<file path="config.mk">
export PLATFORM = sky130hd
export DESIGN_NAME = multicycle_control_flat
export DESIGN_NICKNAME = d
export VERILOG_FILES = /design/src/rtl/multicycle_control_if.sv /design/src/rtl/multicycle_control.sv /design/src/flat_wrapper.sv
export SDC_FILE = /design/constraint.sdc
export NUM_CORES = 1
export LEC_CHECK = 0
export ABC_CLOCK_PERIOD_IN_PS = 1780
export BUFFER_PORTS_ARGS = -buffer_cell sky130_fd_sc_hd__buf_4
export CAP_MARGIN = 30
export CORE_UTILIZATION = 40
export DETAILED_ROUTE_END_ITERATION = 6
export HOLD_SLACK_MARGIN = 0.02
export PLACE_DENSITY = 0.71
export SYNTH_ARGS = -nofsm -noshare
export SYNTH_HDL_FRONTEND = slang
export SYNTH_SLANG_ARGS = --single-unit
export TNS_END_PERCENT = 50
</file>
<file path="constraint.sdc">
create_clock -name clk -period 1.78 [get_ports clk]
set_clock_uncertainty 0.1 [all_clocks]
set_input_delay 0.356 -clock clk [delete_from_list [all_inputs] [get_ports clk]]
set_output_delay 0.356 -clock clk [all_outputs]
set_load 0.01 [all_outputs]
</file>
<file path="src/rtl/multicycle_control_if.sv">
// Control bus between the multicycle controller and its datapath.
// Instruction fields and memory status in, control strobes out.
interface multicycle_control_if;
  logic [5:0] opcode;
  logic [5:0] funct;
  logic       mem_ready;
  logic       pc_write;
  logic       pc_write_cond;
  logic       ir_write;
  logic       reg_write;
  logic       mem_read;
  logic       mem_write;
  logic       i_or_d;
  logic       reg_dst;
  logic       mem_to_reg;
  logic       alu_src_a;
  logic [1:0] alu_src_b;
  logic [1:0] pc_source;
  logic [3:0] alu_control;
  logic [3:0] state;
  logic       instr_done;
  logic       illegal_op;

  modport master (
    input  opcode, funct, mem_ready,
    output pc_write, pc_write_cond, ir_write,
    output reg_write, mem_read, mem_write,
    output i_or_d, reg_dst, mem_to_reg,
    output alu_src_a, alu_src_b, pc_source,
    output alu_control, state,
    output instr_done, illegal_op
  );

  modport slave (
    output opcode, funct, mem_ready,
    input  pc_write, pc_write_cond, ir_write,
    input  reg_write, mem_read, mem_write,
    input  i_or_d, reg_dst, mem_to_reg,
    input  alu_src_a, alu_src_b, pc_source,
    input  alu_control, state,
    input  instr_done, illegal_op
  );
endinterface

</file>
<file path="src/rtl/multicycle_control.sv">
// Multicycle MIPS-style control FSM: lw/sw/R-type/beq/j/addi.
// All outputs are forced low while reset is high.
module multicycle_control (
  input  logic clk,
  input  logic reset,
  multicycle_control_if.master bus
);

  typedef enum logic [3:0] {
    FETCH     = 4'd0,
    DECODE    = 4'd1,
    MEM_ADDR  = 4'd2,
    MEM_READ  = 4'd3,
    MEM_WB    = 4'd4,
    MEM_WRITE = 4'd5,
    EXECUTE   = 4'd6,
    R_WB      = 4'd7,
    BRANCH    = 4'd8,
    JUMP      = 4'd9,
    ADDI_EXEC = 4'd10,
    ADDI_WB   = 4'd11
  } state_t;

  localparam logic [5:0] OP_R    = 6'h00;
  localparam logic [5:0] OP_J    = 6'h02;
  localparam logic [5:0] OP_BEQ  = 6'h04;
  localparam logic [5:0] OP_ADDI = 6'h08;
  localparam logic [5:0] OP_LW   = 6'h23;
  localparam logic [5:0] OP_SW   = 6'h2B;

  localparam logic [3:0] ALU_ADD = 4'b0010;
  localparam logic [3:0] ALU_SUB = 4'b0110;
  localparam logic [3:0] ALU_AND = 4'b0000;
  localparam logic [3:0] ALU_OR  = 4'b0001;
  localparam logic [3:0] ALU_SLT = 4'b0111;

  state_t cur, nxt;
  logic [3:0] f_alu;
  logic       f_ok;

  always_ff @(posedge clk) begin
    if (reset) cur <= FETCH;
    else       cur <= nxt;
  end

  always_comb begin
    f_alu = ALU_ADD;
    f_ok  = 1'b1;
    unique case (bus.funct)
      6'h20:   f_alu = ALU_ADD;
      6'h22:   f_alu = ALU_SUB;
      6'h24:   f_alu = ALU_AND;
      6'h25:   f_alu = ALU_OR;
      6'h2A:   f_alu = ALU_SLT;
      default: f_ok  = 1'b0;
    endcase
  end

  always_comb begin
    nxt               = cur;
    bus.pc_write      = 1'b0;
    bus.pc_write_cond = 1'b0;
    bus.ir_write      = 1'b0;
    bus.reg_write     = 1'b0;
    bus.mem_read      = 1'b0;
    bus.mem_write     = 1'b0;
    bus.i_or_d        = 1'b0;
    bus.reg_dst       = 1'b0;
    bus.mem_to_reg    = 1'b0;
    bus.alu_src_a     = 1'b0;
    bus.alu_src_b     = 2'b00;
    bus.pc_source     = 2'b00;
    bus.alu_control   = ALU_ADD;
    bus.instr_done    = 1'b0;
    bus.illegal_op    = 1'b0;
    bus.state         = cur;
    unique case (cur)
      FETCH: begin
        bus.mem_read  = 1'b1;
        bus.alu_src_b = 2'b01;
        if (bus.mem_ready) begin
          bus.ir_write = 1'b1;
          bus.pc_write = 1'b1;
          nxt          = DECODE;
        end
      end
      DECODE: begin
        bus.alu_src_b = 2'b11;
        unique case (bus.opcode)
          OP_R: begin
            if (f_ok) nxt = EXECUTE;
            else begin
              nxt            = FETCH;
              bus.illegal_op = 1'b1;
            end
          end
          OP_LW, OP_SW: nxt = MEM_ADDR;
          OP_BEQ:       nxt = BRANCH;
          OP_J:         nxt = JUMP;
          OP_ADDI:      nxt = ADDI_EXEC;
          default: begin
            nxt            = FETCH;
            bus.illegal_op = 1'b1;
          end
        endcase
      end
      MEM_ADDR: begin
        bus.alu_src_a = 1'b1;
        bus.alu_src_b = 2'b10;
        nxt = (bus.opcode == OP_SW) ? MEM_WRITE : MEM_READ;
      end
      MEM_READ: begin
        bus.mem_read = 1'b1;
        bus.i_or_d   = 1'b1;
        if (bus.mem_ready) nxt = MEM_WB;
      end
      MEM_WB: begin
        bus.reg_write  = 1'b1;
        bus.mem_to_reg = 1'b1;
        bus.instr_done = 1'b1;
        nxt            = FETCH;
      end
      MEM_WRITE: begin
        bus.mem_write = 1'b1;
        bus.i_or_d    = 1'b1;
        if (bus.mem_ready) begin
          bus.instr_done = 1'b1;
          nxt            = FETCH;
        end
      end
      EXECUTE: begin
        bus.alu_src_a   = 1'b1;
        bus.alu_control = f_alu;
        nxt             = R_WB;
      end
      R_WB: begin
        bus.reg_write   = 1'b1;
        bus.reg_dst     = 1'b1;
        bus.alu_control = f_alu;
        bus.instr_done  = 1'b1;
        nxt             = FETCH;
      end
      BRANCH: begin
        bus.alu_src_a     = 1'b1;
        bus.alu_control   = ALU_SUB;
        bus.pc_write_cond = 1'b1;
        bus.pc_source     = 2'b01;
        bus.instr_done    = 1'b1;
        nxt               = FETCH;
      end
      JUMP: begin
        bus.pc_write   = 1'b1;
        bus.pc_source  = 2'b10;
        bus.instr_done = 1'b1;
        nxt            = FETCH;
      end
      ADDI_EXEC: begin
        bus.alu_src_a = 1'b1;
        bus.alu_src_b = 2'b10;
        nxt           = ADDI_WB;
      end
      ADDI_WB: begin
        bus.reg_write  = 1'b1;
        bus.instr_done = 1'b1;
        nxt            = FETCH;
      end
      default: nxt = FETCH;
    endcase
    // reset aborts in-flight accesses in the same cycle
    if (reset) begin
      bus.pc_write      = 1'b0;
      bus.pc_write_cond = 1'b0;
      bus.ir_write      = 1'b0;
      bus.reg_write     = 1'b0;
      bus.mem_read      = 1'b0;
      bus.mem_write     = 1'b0;
      bus.i_or_d        = 1'b0;
      bus.reg_dst       = 1'b0;
      bus.mem_to_reg    = 1'b0;
      bus.alu_src_a     = 1'b0;
      bus.alu_src_b     = 2'b00;
      bus.pc_source     = 2'b00;
      bus.alu_control   = 4'b0000;
      bus.instr_done    = 1'b0;
      bus.illegal_op    = 1'b0;
      bus.state         = 4'd0;
    end
  end

endmodule

</file>
<file path="src/flat_wrapper.sv">
// flat-port wrapper written by rule: the top's interface ports become plain ports
module multicycle_control_flat 
  (clk, reset, bus_opcode, bus_funct, bus_mem_ready, bus_pc_write, bus_pc_write_cond, bus_ir_write, bus_reg_write, bus_mem_read, bus_mem_write, bus_i_or_d, bus_reg_dst, bus_mem_to_reg, bus_alu_src_a, bus_alu_src_b, bus_pc_source, bus_alu_control, bus_state, bus_instr_done, bus_illegal_op);
  multicycle_control_if bus_i ();
  input  logic clk;
  input  logic reset;
  input wire logic [$bits(bus_i.opcode)-1:0] bus_opcode;
  input wire logic [$bits(bus_i.funct)-1:0] bus_funct;
  input wire logic [$bits(bus_i.mem_ready)-1:0] bus_mem_ready;
  output wire logic [$bits(bus_i.pc_write)-1:0] bus_pc_write;
  output wire logic [$bits(bus_i.pc_write_cond)-1:0] bus_pc_write_cond;
  output wire logic [$bits(bus_i.ir_write)-1:0] bus_ir_write;
  output wire logic [$bits(bus_i.reg_write)-1:0] bus_reg_write;
  output wire logic [$bits(bus_i.mem_read)-1:0] bus_mem_read;
  output wire logic [$bits(bus_i.mem_write)-1:0] bus_mem_write;
  output wire logic [$bits(bus_i.i_or_d)-1:0] bus_i_or_d;
  output wire logic [$bits(bus_i.reg_dst)-1:0] bus_reg_dst;
  output wire logic [$bits(bus_i.mem_to_reg)-1:0] bus_mem_to_reg;
  output wire logic [$bits(bus_i.alu_src_a)-1:0] bus_alu_src_a;
  output wire logic [$bits(bus_i.alu_src_b)-1:0] bus_alu_src_b;
  output wire logic [$bits(bus_i.pc_source)-1:0] bus_pc_source;
  output wire logic [$bits(bus_i.alu_control)-1:0] bus_alu_control;
  output wire logic [$bits(bus_i.state)-1:0] bus_state;
  output wire logic [$bits(bus_i.instr_done)-1:0] bus_instr_done;
  output wire logic [$bits(bus_i.illegal_op)-1:0] bus_illegal_op;
  assign bus_i.opcode = bus_opcode;
  assign bus_i.funct = bus_funct;
  assign bus_i.mem_ready = bus_mem_ready;
  assign bus_pc_write = bus_i.pc_write;
  assign bus_pc_write_cond = bus_i.pc_write_cond;
  assign bus_ir_write = bus_i.ir_write;
  assign bus_reg_write = bus_i.reg_write;
  assign bus_mem_read = bus_i.mem_read;
  assign bus_mem_write = bus_i.mem_write;
  assign bus_i_or_d = bus_i.i_or_d;
  assign bus_reg_dst = bus_i.reg_dst;
  assign bus_mem_to_reg = bus_i.mem_to_reg;
  assign bus_alu_src_a = bus_i.alu_src_a;
  assign bus_alu_src_b = bus_i.alu_src_b;
  assign bus_pc_source = bus_i.pc_source;
  assign bus_alu_control = bus_i.alu_control;
  assign bus_state = bus_i.state;
  assign bus_instr_done = bus_i.instr_done;
  assign bus_illegal_op = bus_i.illegal_op;
  multicycle_control u_core (.clk(clk), .reset(reset), .bus(bus_i));
endmodule
</file>
Word-level counts from Yosys, hierarchy flattened --
Index checks and enable logic that the tools add are counted.
Operators by class: eq/ne operators 24, mux-type cells 43, reductions and logical operators 13
Operator list (count):
- 6-bit equality test (second input constant) | 7
- 4-bit one-hot mux with 7 select lines | 1
- 1-bit two-way mux | 25
- 4-bit one-hot mux with 5 select lines | 1
- 4-bit by 3-bit equality test with 1-bit output (second input constant) | 4
- 4-bit equality test (second input constant) | 4
- 4-bit two-way mux | 4
- 5-bit OR reduction | 3
- 3-bit one-hot mux with 4 select lines | 1
- 2-bit OR reduction | 5
- 3-bit two-way mux | 3
- 4-bit by 2-bit equality test with 1-bit output (second input constant) | 2
- 6-bit by 2-bit equality test with 1-bit output (second input constant) | 1
- 6-bit by 3-bit equality test with 1-bit output (second input constant) | 1
- 6-bit by 4-bit equality test with 1-bit output (second input constant) | 1
- 6-bit logical NOT | 1
- 2-bit != test (second input constant) | 3
- 1-bit one-hot mux with 2 select lines | 3
- 2-bit one-hot mux with 3 select lines | 1
- 3-bit one-hot mux with 2 select lines | 1
- 4-bit by 1-bit equality test with 1-bit output (second input constant) | 1
- 4-bit logical NOT | 1
- 2-bit two-way mux | 2
- 2-bit one-hot mux with 2 select lines | 1
- 3 further kinds | 3
Word-level totals: bits in registers 4, bits of input ports 15, output and inout bits 24, word-level logic and storage cells 81

Longest topological paths before layout --
word-level depth 7, mapped depth 6, mapped depth without buffers 5

Worst setup path before layout --
No wires, ideal clock.
kind in2out, start input bus_funct[2], end output bus_illegal_op, arrival time 1486 ps, required time 1324 ps, slack -162 ps, stages on the path 4, path buffers 0, cell sequence nor2b_1 > o221ai_1 > a2111oi_0 > a2111oi_0
Between the ends: word-level cells in the longest chain between the ends 7, elaborated cells on any way between the ends 11, those cells by class eq/ne (5); mux (5); reduce/logical (1)
Ends and longest elaborated chain:
- from (decl) | line flat_wrapper.sv:8 | input wire logic [$bits(bus_i.funct)-1:0] bus_funct;
- 6-bit equality test | line multicycle_control.sv:49 | unique case (bus.funct)
- 5-bit OR reduction (no source line) *
- 1-bit two-way mux * | line multicycle_control.sv:49
- 1-bit two-way mux * | line multicycle_control.sv:91 | if (f_ok) nxt = EXECUTE;
- 1-bit one-hot mux with 2 select lines * | line multicycle_control.sv:89 | unique case (bus.opcode)
- 1-bit two-way mux * | line multicycle_control.sv:77 | unique case (cur)
- 1-bit two-way mux * | line multicycle_control.sv:170 | if (reset) begin
- to (decl) | line flat_wrapper.sv:25 | output wire logic [$bits(bus_i.illegal_op)-1:0] bus_illegal_op;
Every way passes the cells marked *; elsewhere a longest branch is shown, timed or not.

Worst setup path after layout --
start input bus_opcode[5], end output bus_illegal_op
Between the ends: word-level cells in the longest chain between the ends 5, elaborated cells on any way between the ends 10, those cells by class eq/ne (5); mux (3); reduce/logical (2)
Ends and longest elaborated chain:
- from (decl) | line flat_wrapper.sv:7 | input wire logic [$bits(bus_i.opcode)-1:0] bus_opcode;
- 6-bit equality test, or another cell as far along | line multicycle_control.sv:89
- 5-bit OR reduction (no source line)
- 1-bit one-hot mux with 2 select lines * | line multicycle_control.sv:89
- 1-bit two-way mux * | line multicycle_control.sv:77
- 1-bit two-way mux * | line multicycle_control.sv:170
Marked as above.

==> impl_metrics.py <==
metrics = {
    "synth": {
        "netlist_instances": 118,
        "synth_area_um2": 756,
        "synth_top_cell_by_area": "dfxtp_1",
        "syn_area_per_cell_um2": 6.40,
        "async_flop_share": 0,
        "ys.flop_type": "dfxtp_1",
        "synth_top_cell_area_share": 0.106,
        "seq_area_frac_synth": 0.106,
        "synth_warnings": 0,
        "postSynthNetCount": 133,
        "ys_seq_elements": 4,
        "yosysUniqueCellTypes": 44,
        "synth_area_leaders": "dfxtp_1, nand2_1, nor2b_1",
        "synth_edf_count": 0,
        "synth.most_common_cell": "nand2_1",
        "synthTopCellsByCount": "nand2_1, nor2_1, nor2b_1",
    },
    "critical_path": {
        "crit_type": "primary input to output port",
        "crit_fanout": 3,
        "cp_data_arrival_time_ps": 1370,
        "required_ps": 1320,
        "cp-start-kind": "primary input",
        "end_kind": "output port",
    },
    "finish": {
        "fin_nets": 190,
        "syn_to_final_growth_pct": 82.4,
        "reg_top3": "u_core.cur (4)",
        "antenna_cells": 0,
        "largest-register": "u_core.cur",
        "largest_register_ffs": 4,
        "fillers": 147,
        "drive_above_1_share": 0.549,
    },
    "cts": {
        "holdBufCountCts": 0,
        "cts_tree": "done",
        "h-tree-depth": 1,
        "cts.sinks": 4,
        "clockBufferDepth": 2,
        "clkSlewWorstSetupHoldPaths_ps": 40,
        "clockRootBuffer": "clkbuf_4",
        "clkLatencyLatePin_ps": 230,
        "cts_buffers": 3,
    },
    "global_route": {
        "grt_pass1_vias": 894,
        "grt_usage": 0.230,
        "grt_pass1_wl_mm": 3.64,
        "grt_max_degree": 13,
        "antenna_found_initial": 0,
        "grt-ovfl-total": 0,
    },
    "floorplanning": {
        "row_count": 15,
        "coreArea_um2": 1750,
        "die_h_um": 45.5,
        "die_w_um": 45.5,
        "dieArea_um2": 2070,
        "num_io_pins": 39,
        "start_util": 0.433,
    },
    "power_and_ir_drop": {
        "pwr-share-seq": 0.239,
        "peakVddDrop_mv": 0.252,
        "swShare": 0.318,
        "power.switching_uw": 120,
        "power_density_nw_per_um2": 275,
        "p_total_uw": 379,
        "power.share.clock": 0.293,
        "leakage_uw": 0.000648,
        "internal_power_uw": 258,
        "pwr-share-comb": 0.468,
    },
    "placement": {
        "place_ws_ps": -215,
        "place_congestion": 0.861,
        "port_buffers": 37,
        "dp_hpwl_mm": 1.77,
    },
    "routing": {
        "num_vias": 1054,
        "drc": 0,
        "ant_nets": 0,
        "avgViaCountPerCell": 5.32,
        "routed_wl_mm": 2.45,
        "drtIter0Drc": 14,
        "first_pass_iters": 4,
        "wl_per_cell_um": 12.4,
    },
    "timing": {
        "final-setup-viol-count": 2,
        "hold_viol": 0,
        "period_share": 1.03,
        "min_period_ps": 1830,
        "max_clock_freq_mhz": 547,
        "fin_ws_ps": -49.5,
        "rsz0062_at_grt": "true",
        "drv_slew": 0,
    },
    "worst_hold_path": {
        "hold_path.class": "primary input to register",
    },
    "status": {
        "violations": "setup timing",
        "outcome": "complete, but fails checks",
    },
    "flow_run": {
        "maxCapViolCount": 0,
    },
}
per-layer routing:
layer  vias up  GRT usage  part of all wire
li1        529          -                 -
met1       491      0.277              0.43
met2        32      0.431              0.52
met3         2     0.0278             0.042
met4         0     0.0364            0.0065
met5         -          0                 0
layout make-up:
cell class	count	area [um2]	area share
Multi-Input combinational cell	97	697	0.505
Inverter	5	18.8	0.0136
Timing Repair Buffer	64	519	0.377
Sequential cell	4	90.1	0.0653
Tap cell	25	31.3	0.0227
Clock buffer	3	22.5	0.0163
placed cells by master (no fill, tap or decap), types with 2 or more instances in the layout:
cell | Yosys | final
buf_4 | 3 | 57
nand2_1 | 14 | 12
nor2_1 | 13 | 11
a21oi_1 | 7 | 7
inv_1 | 5 | 5
buf_6 | 1 | 5
nor2b_1 | 8 | 4
nor4_1 | 4 | 4
o21ai_0 | 5 | 4
nand2b_1 | 3 | 3
nor2b_2 | 0 | 3
nor3_1 | 4 | 3
clkbuf_4 | 0 | 3
nand3_1 | 2 | 2
nor2_2 | 1 | 2
a32oi_1 | 2 | 2
and3_4 | 0 | 2
or2_4 | 0 | 2
a2111oi_4 | 0 | 2
o21bai_1 | 2 | 2
and3_1 | 4 | 2
xor2_1 | 2 | 2
mux2i_1 | 2 | 2
dfxtp_2 | 0 | 2
dfxtp_4 | 0 | 2
critical path: stages:
cell and delay, ps:
buf_6 90, or2_4 240, or3b_4 400, nand2_4 80
a2111oi_4 60, buf_4 150
worst paths after layout:
path / startpoint / to / slack, ps / cells past startpoint
max: bus_opcode[5] / bus_illegal_op / -50 / 6
max reg2reg: u_core.cur[1]$_SDFFE_PP0P_ / u_core.cur[0]$_SDFFE_PP0P_ / 200 / 6
min reg2reg: u_core.cur[2]$_SDFFE_PP0P_ / u_core.cur[0]$_SDFFE_PP0P_ / 600 / 3
min: bus_mem_ready / u_core.cur[2]$_SDFFE_PP0P_ / 280 / 2
cells by family after synthesis:
logic type | synth area share
AOI/OAI and AO/OA | 0.247
xor gates and xnor gates | 0.0348
buffers and inverters | 0.118
DFF | 0.106
muxes | 0.0265
other | 0.00496
and+or+nand+nor | 0.464
power by group through the flow:
| stage | registers (uW) | clock network [uW] | logic [uW] |
|---|---|---|---|
| after global placement | 94.5 | 0 | 149 |
| after detailed placement | 94.5 | 0 | 152 |
| final | 90.5 | 111 | 178 |
| after global routing | 90.5 | 126 | 191 |
| after floorplan | 94.0 | 0 | 71.9 |
| after CTS | 91.9 | 113 | 172 |
repair_timing:
item	4_1_cts	5_1_grt
endpoints found under the setup margin	10	10
resized for setup	29	10
gates cloned	0	0
setup buffers	0	3
pin swaps	7	4
endpoints found under the hold margin	0	0
per-stage QoR:
stage	setup TNS (ps)	hold WS (ps)	area, um2	cells	utilization
after global routing	-135	300	1380	198	0.790
after detailed placement	-222	540	1190	192	0.681
final	-63.6	284	1380	198	0.790
after CTS	-59.1	287	1320	195	0.758
after floorplan	0	367	757	118	-
after global placement	-162	545	1190	192	0.681
(Power assumes the default switching activity.)
